[config.mk]
export PLATFORM = sky130hd
export DESIGN_NAME = regfile_mp
export DESIGN_NICKNAME = d
export VERILOG_FILES = /design/src/rtl/regfile_mp.sv
export SDC_FILE = /design/constraint.sdc
export NUM_CORES = 2
export LEC_CHECK = 0
export BUFFER_PORTS_ARGS = -buffer_cell sky130_fd_sc_hd__buf_2
export CAP_MARGIN = 40
export CORE_MARGIN = 2
export CORE_UTILIZATION = 53
export CTS_CLUSTER_DIAMETER = 100
export DETAILED_ROUTE_END_ITERATION = 10
export PLACE_DENSITY = 0.72
export SYNTH_ARGS = -nofsm -noshare
export SYNTH_HDL_FRONTEND = slang
export SYNTH_SLANG_ARGS = --single-unit
[constraint.sdc]
create_clock -name clk_i -period 3.4 [get_ports clk_i]
set_clock_uncertainty 0.05 [all_clocks]
set_input_delay 0.34 -clock clk_i [delete_from_list [all_inputs] [get_ports clk_i]]
set_output_delay 0.34 -clock clk_i [all_outputs]
set_load 0.02 [all_outputs]
[src/rtl/regfile_mp.sv]
// Multi-write, multi-read register file with 1-cycle registered reads and a post-reset clear sequencer.
// Latency: reads 1 cycle (captured at posedge N, visible N+1); writes commit at the posedge; init_done_o after els_p posedges.
// No backpressure: traffic is ignored until init_done_o; optional parity via macro REGFILE_MP_PARITY_EN.
module regfile_mp #(
  parameter int width_p           = 32,
  parameter int els_p             = 32,
  parameter int num_rs_p          = 2,
  parameter int num_ws_p          = 2,
  parameter int x0_tied_to_zero_p = 1,
  parameter int bypass_p          = 1,
  localparam int addr_width_lp    = (els_p == 1) ? 1 : $clog2(els_p)
) (
  input  logic                                    clk_i,
  input  logic                                    reset_i,
  output logic                                    init_done_o,
  input  logic [num_ws_p-1:0]                     w_v_i,
  input  logic [num_ws_p-1:0][addr_width_lp-1:0]  w_addr_i,
  input  logic [num_ws_p-1:0][width_p-1:0]        w_data_i,
  input  logic [num_rs_p-1:0]                     r_v_i,
  input  logic [num_rs_p-1:0][addr_width_lp-1:0]  r_addr_i,
`ifdef REGFILE_MP_PARITY_EN
  output logic [num_rs_p-1:0]                     r_parity_err_o,
`endif
  output logic [num_rs_p-1:0][width_p-1:0]        r_data_o
);

  typedef enum logic {CLEAR_S, READY_S} state_e;

  state_e                                 state_q;
  logic [addr_width_lp-1:0]               cnt_q;
  logic                                   init_done_q;

  logic [width_p-1:0]                     mem_q [els_p];
  logic [width_p-1:0]                     mem_d [els_p];
  logic [els_p-1:0]                       mem_we;

  logic [num_ws_p-1:0]                    w_ok;
  logic [num_rs_p-1:0]                    byp_hit;
  logic [num_rs_p-1:0][width_p-1:0]       byp_dat;

  logic [num_rs_p-1:0][width_p-1:0]       r_data_q;
  logic [num_rs_p-1:0][width_p-1:0]       r_data_d;

  // Entry exists (non-power-of-two depth leaves holes at the top of the address space).
  function automatic logic addr_in_range(input logic [addr_width_lp-1:0] a);
    return (32'(a) < 32'(els_p));
  endfunction

  // Entry 0 is hard-wired to zero when x0 tying is enabled.
  function automatic logic addr_is_x0(input logic [addr_width_lp-1:0] a);
    return (x0_tied_to_zero_p != 0) && (a == '0);
  endfunction

  // Clear sequencer: walks every entry once after reset, then parks in READY.
  always_ff @(posedge clk_i or posedge reset_i) begin
    if (reset_i) begin
      state_q     <= CLEAR_S;
      cnt_q       <= '0;
      init_done_q <= 1'b0;
    end else begin
      case (state_q)
        CLEAR_S: begin
          if (cnt_q == addr_width_lp'(els_p - 1)) begin
            state_q     <= READY_S;
            init_done_q <= 1'b1;
          end else begin
            cnt_q <= cnt_q + addr_width_lp'(1);
          end
        end
        default: begin
          state_q     <= READY_S;
          init_done_q <= 1'b1;
        end
      endcase
    end
  end

  assign init_done_o = init_done_q;

  // Qualify each write port: ready, valid, real entry, not the tied-zero entry.
  always_comb begin
    w_ok = '0;
    for (int p = 0; p < num_ws_p; p++) begin
      w_ok[p] = (state_q == READY_S) && w_v_i[p]
              && addr_in_range(w_addr_i[p]) && !addr_is_x0(w_addr_i[p]);
    end
  end

  // Per-entry write decode; ascending port loop lets the highest-indexed port win a collision.
  always_comb begin
    mem_we = '0;
    for (int e = 0; e < els_p; e++) begin
      mem_d[e] = '0;
    end
    if (state_q == CLEAR_S) begin
      mem_we[cnt_q] = 1'b1;
      mem_d[cnt_q]  = '0;
    end else begin
      for (int p = 0; p < num_ws_p; p++) begin
        if (w_ok[p]) begin
          mem_we[w_addr_i[p]] = 1'b1;
          mem_d[w_addr_i[p]]  = w_data_i[p];
        end
      end
    end
  end

  // Storage array; contents are deliberately not reset, the sequencer zeroes them.
  always_ff @(posedge clk_i) begin
    for (int e = 0; e < els_p; e++) begin
      if (mem_we[e]) begin
        mem_q[e] <= mem_d[e];
      end
    end
  end

  // Forwarding match per read port, again with highest write port winning.
  always_comb begin
    byp_hit = '0;
    byp_dat = '0;
    for (int k = 0; k < num_rs_p; k++) begin
      for (int p = 0; p < num_ws_p; p++) begin
        if (w_ok[p] && (w_addr_i[p] == r_addr_i[k])) begin
          byp_hit[k] = 1'b1;
          byp_dat[k] = w_data_i[p];
        end
      end
    end
  end

  // Read data next-state: hold when idle, zero during clear, forward or read the array otherwise.
  always_comb begin
    r_data_d = r_data_q;
    for (int k = 0; k < num_rs_p; k++) begin
      if (state_q == CLEAR_S) begin
        r_data_d[k] = '0;
      end else if (r_v_i[k]) begin
        if (addr_is_x0(r_addr_i[k]) || !addr_in_range(r_addr_i[k])) begin
          r_data_d[k] = '0;
        end else if ((bypass_p != 0) && byp_hit[k]) begin
          r_data_d[k] = byp_dat[k];
        end else begin
          r_data_d[k] = mem_q[r_addr_i[k]];
        end
      end
    end
  end

  // Registered read data, cleared asynchronously by reset.
  always_ff @(posedge clk_i or posedge reset_i) begin
    if (reset_i) begin
      r_data_q <= '0;
    end else begin
      r_data_q <= r_data_d;
    end
  end

  assign r_data_o = r_data_q;

`ifdef REGFILE_MP_PARITY_EN
  logic [els_p-1:0]    par_q;
  logic [num_rs_p-1:0] r_perr_q;
  logic [num_rs_p-1:0] r_perr_d;

  // Even parity stored beside each entry; the clear sequencer writes data 0 so parity 0.
  always_ff @(posedge clk_i) begin
    for (int e = 0; e < els_p; e++) begin
      if (mem_we[e]) begin
        par_q[e] <= ^mem_d[e];
      end
    end
  end

  // Parity error follows the data path; forwarded and zero-returning reads never flag.
  always_comb begin
    r_perr_d = r_perr_q;
    for (int k = 0; k < num_rs_p; k++) begin
      if (state_q == CLEAR_S) begin
        r_perr_d[k] = 1'b0;
      end else if (r_v_i[k]) begin
        if (addr_is_x0(r_addr_i[k]) || !addr_in_range(r_addr_i[k])) begin
          r_perr_d[k] = 1'b0;
        end else if ((bypass_p != 0) && byp_hit[k]) begin
          r_perr_d[k] = 1'b0;
        end else begin
          r_perr_d[k] = par_q[r_addr_i[k]] ^ (^mem_q[r_addr_i[k]]);
        end
      end
    end
  end

  // Registered parity error flag, aligned with r_data_o.
  always_ff @(posedge clk_i or posedge reset_i) begin
    if (reset_i) begin
      r_perr_q <= '0;
    end else begin
      r_perr_q <= r_perr_d;
    end
  end

  assign r_parity_err_o = r_perr_q;
`endif

endmodule

==> results.json <==
{
  "clockBufferDepth": 3,
  "hold-path-cell-count": 3,
  "wl_per_cell_um": 42.9,
  "peakVddDrop_mv": 0.526,
  "antenna_found_initial": 23,
  "hpwlAfterDp_um": 165000,
  "drtPass1Iterations": 8,
  "clock_sinks": 1095,
  "rows": 126,
  "ys_warn_count": 0,
  "grt_pass1_vias": 51900,
  "cpPeakStageDelay_ns": 0.67,
  "final_net_count": 5030,
  "cts.htree.levels": 3,
  "grt_use_total_pct": 45.4,
  "cts_root_buf": "clkbuf_16",
  "hold_end": "r_data_o[46]",
  "period_share_pct": 89.1,
  "drive_gt1_share_pct": 20.2,
  "worstMarginPinSlew_ns": 1.02,
  "cp-end-kind": "flop",
  "async_reset_ff_share_pct": 6.48,
  "hold_viol": 0,
  "final_common_cell": "edfxtp_1",
  "cts_buffers": 115,
  "synth-seq-area-share_pct": 51.4,
  "min_from": "w_data_i[14]",
  "start_kind": "flop",
  "timing.rr.end": "r_data_o[16]",
  "max-cap-violations": 0,
  "regToRegSetupSlack_ns": 0.37,
  "relSlewSlack_pct": 31.2,
  "ys_ff_latch": 1095,
  "first_iter_violations": 11600,
  "viasPerCell": 8.20,
  "ios": 155,
  "grt_pass1_wl_um": 387000,
  "min_period_ns": 3.03,
  "mostFrequentLayoutCells": "edfxtp_1, a22o_1, mux2i_1, nand2_1, mux4_2",
  "finalSetupViolations": 0,
  "critPathMaxFanout": 2,
  "cts_tree": "yes",
  "fp.dieW_um": 349,
  "stdcell_area_sq_um": 70900,
  "io_buffer_count": 154,
  "fmax_mhz": 330,
  "synth.cell_area_sq_um": 63300,
  "clk_pin_slew_ns": 0.06,
  "fin_setup_tns_ns": 0,
  "synthFlopType": "edfxtp_1",
  "synth_top_area_cell": "edfxtp_1",
  "hp-class": "input pin to flop",
  "ctsResizeCount": 0,
  "crit_chain": "mux4_2, nor2b_1, a211oi_1, buf_2, a211oi_1, a2111oi_1, buf_2, o21ai_1",
  "die_y_um": 349,
  "worstSkewPairLatency_ns": 0.77,
  "status": "finished, final reports clean",
  "routed_wl_um": 283000,
  "cp.arrival_ns": 3.59,
  "synth_edf_count": 1024,
  "synth_top_area_share_pct": 48.6,
  "rsz0062_at_grt": "no",
  "drv_slew": 0,
  "rr_worst_depth": 8,
  "slowest_stage": "a2111oi_1",
  "syn-mean-instance-area_sq_um": 12.5,
  "grt_max_degree": 76,
  "power.density_nw_per_um2": 451,
  "yosysUniqueCellTypes": 57,
  "vias": 54000,
  "crit_type": "flop to flop",
  "area_growth_pct": 12.1,
  "overflow": 0,
  "dieArea_sq_um": 122000,
  "required_ns": 3.96,
  "reg2reg_from": "mem_q[11][16]",
  "ant_nets": 0,
  "gp_congestion": 1.03,
  "synth_area_leaders": "edfxtp_1, a22o_1, mux4_2, mux2i_1, a221oi_1",
  "syn-instance-count": 5051,
  "total_leakage_power_uw": 0.0266,
  "drc": 0,
  "start_util_pct": 53.5,
  "core_area_sq_um": 118000,
  "dpl_cell_area_sq_um": 66900
}
==> critical path, delay by kind of cell (launching register included) <==
| kind | cells | cell delay (ns) |
|---|---|---|
| muxes | 1 | 0.50 |
| buffers and inverters | 2 | 0.59 |
| AOI/OAI and AO/OA | 4 | 1.21 |
| and+or+nand+nor | 1 | 0.15 |
| DFF | 1 | 0.39 |
==> worst max path at each step <==
stage | start | to | cells past startpoint
2_1_floorplan | cnt_q[3] | mem_q[6][0] | 3
3_3_place_gp | r_addr_i[1] | r_data_o[16] | 7
3_5_place_dp | r_addr_i[1] | r_data_o[16] | 8
4_1_cts | mem_q[11][16] | r_data_o[16] | 7
5_1_grt | mem_q[11][16] | r_data_o[16] | 8
6_report | mem_q[11][16] | r_data_o[16] | 8
==> synthesized netlist by cell type, types with 4 or more instances <==
cell      instances
a21oi_1         136
a221oi_1        248
a22o_1          727
a22oi_1         124
a32o_1           77
and3b_1           4
buf_1            83
buf_2            94
buf_4            57
buf_6             4
clkbuf_1        488
dfrtp_1          71
edfxtp_1       1024
ha_1              5
inv_1             4
mux2i_1         498
mux4_2          266
nand2_1         426
nand2b_1          6
nand3_1          18
nand3b_1          8
nor2_1          194
nor2_2            4
nor2b_1           8
nor3_1            4
nor3b_1           4
o211ai_1         18
o21ai_0         171
o21ai_1          60
o221ai_1         72
o22ai_1          84
or3_1             6
xnor2_1          16
xor2_1            7
==> state kept, by name (all words and copies together), names as in the netlist <==
name         cells
r_data_o        64
state_q          1
init_done_o      1
cnt_q            5
mem_q         1024
==> cells by family after synthesis <==
logic type,Yosys count,share of synthesized area [%]
AO/OA/AOI/OAI,1724,21.2
flip-flops,1095,51.4
multiplexers,765,17.4
buffers and inverters,733,4.93
AND/OR/NAND/NOR,705,4.61
XOR/XNOR,23,0.318
adder cells (fa/ha/maj),5,0.0989
other,1,0.00593
==> layer usage <==
layer / up-vias / share of wire [%] / routed length, um / GRT usage (%)
met5: - / 0.18 / 498 / 2.32
met4: 20 / 8.4 / 23700 / 30.5
met3: 1511 / 19 / 54500 / 22.2
met2: 6109 / 40 / 112000 / 61.9
met1: 26100 / 32 / 91500 / 56.6
li1: 20300 / - / - / -
==> power by group <==
| group | total, uW | leakage (uW) | internal, uW | switching, uW |
|---|---|---|---|---|
| Clock | 13400 | 0.00195 | 7750 | 5690 |
| Combinational | 3640 | 0.0122 | 1040 | 2600 |
| Sequential | 14900 | 0.0125 | 14700 | 148 |
==> cell type report <==
type	instances	area [sq um]
Fill cell	9046	47300
Inverter	6	27.5
Timing Repair Buffer	463	3900
Multi-Input combinational cell	3254	28500
Clock buffer	165	3310
Sequential cell	1095	32500
Antenna cell	17	42.5
Tap cell	1536	1920
Clock inverter	55	678
==> metrics by stage <==
step           hold slack (ns)  power [uW]  utilization (%)  setup slack (ns)  cells
2_1_floorplan            0.524       17200                -             0.188   5082
3_3_place_gp             0.420       18500             56.5            -0.336   6350
3_5_place_dp             0.425       18600             56.5            0.0666   6352
4_1_cts                 0.0561       31600             59.9             0.255   6573
5_1_grt                  0.103       32400             59.9             0.386   6576
6_report                 0.100       32000             60.0             0.372   6591
==> timing repair <==
action	in CTS	in global routing
hold buffers	1	0
endpoints found under the hold margin	28	0
endpoints found under the setup margin	0	0
buffers inserted	0	0
Note: power is estimated with default switching activity, not from simulation.
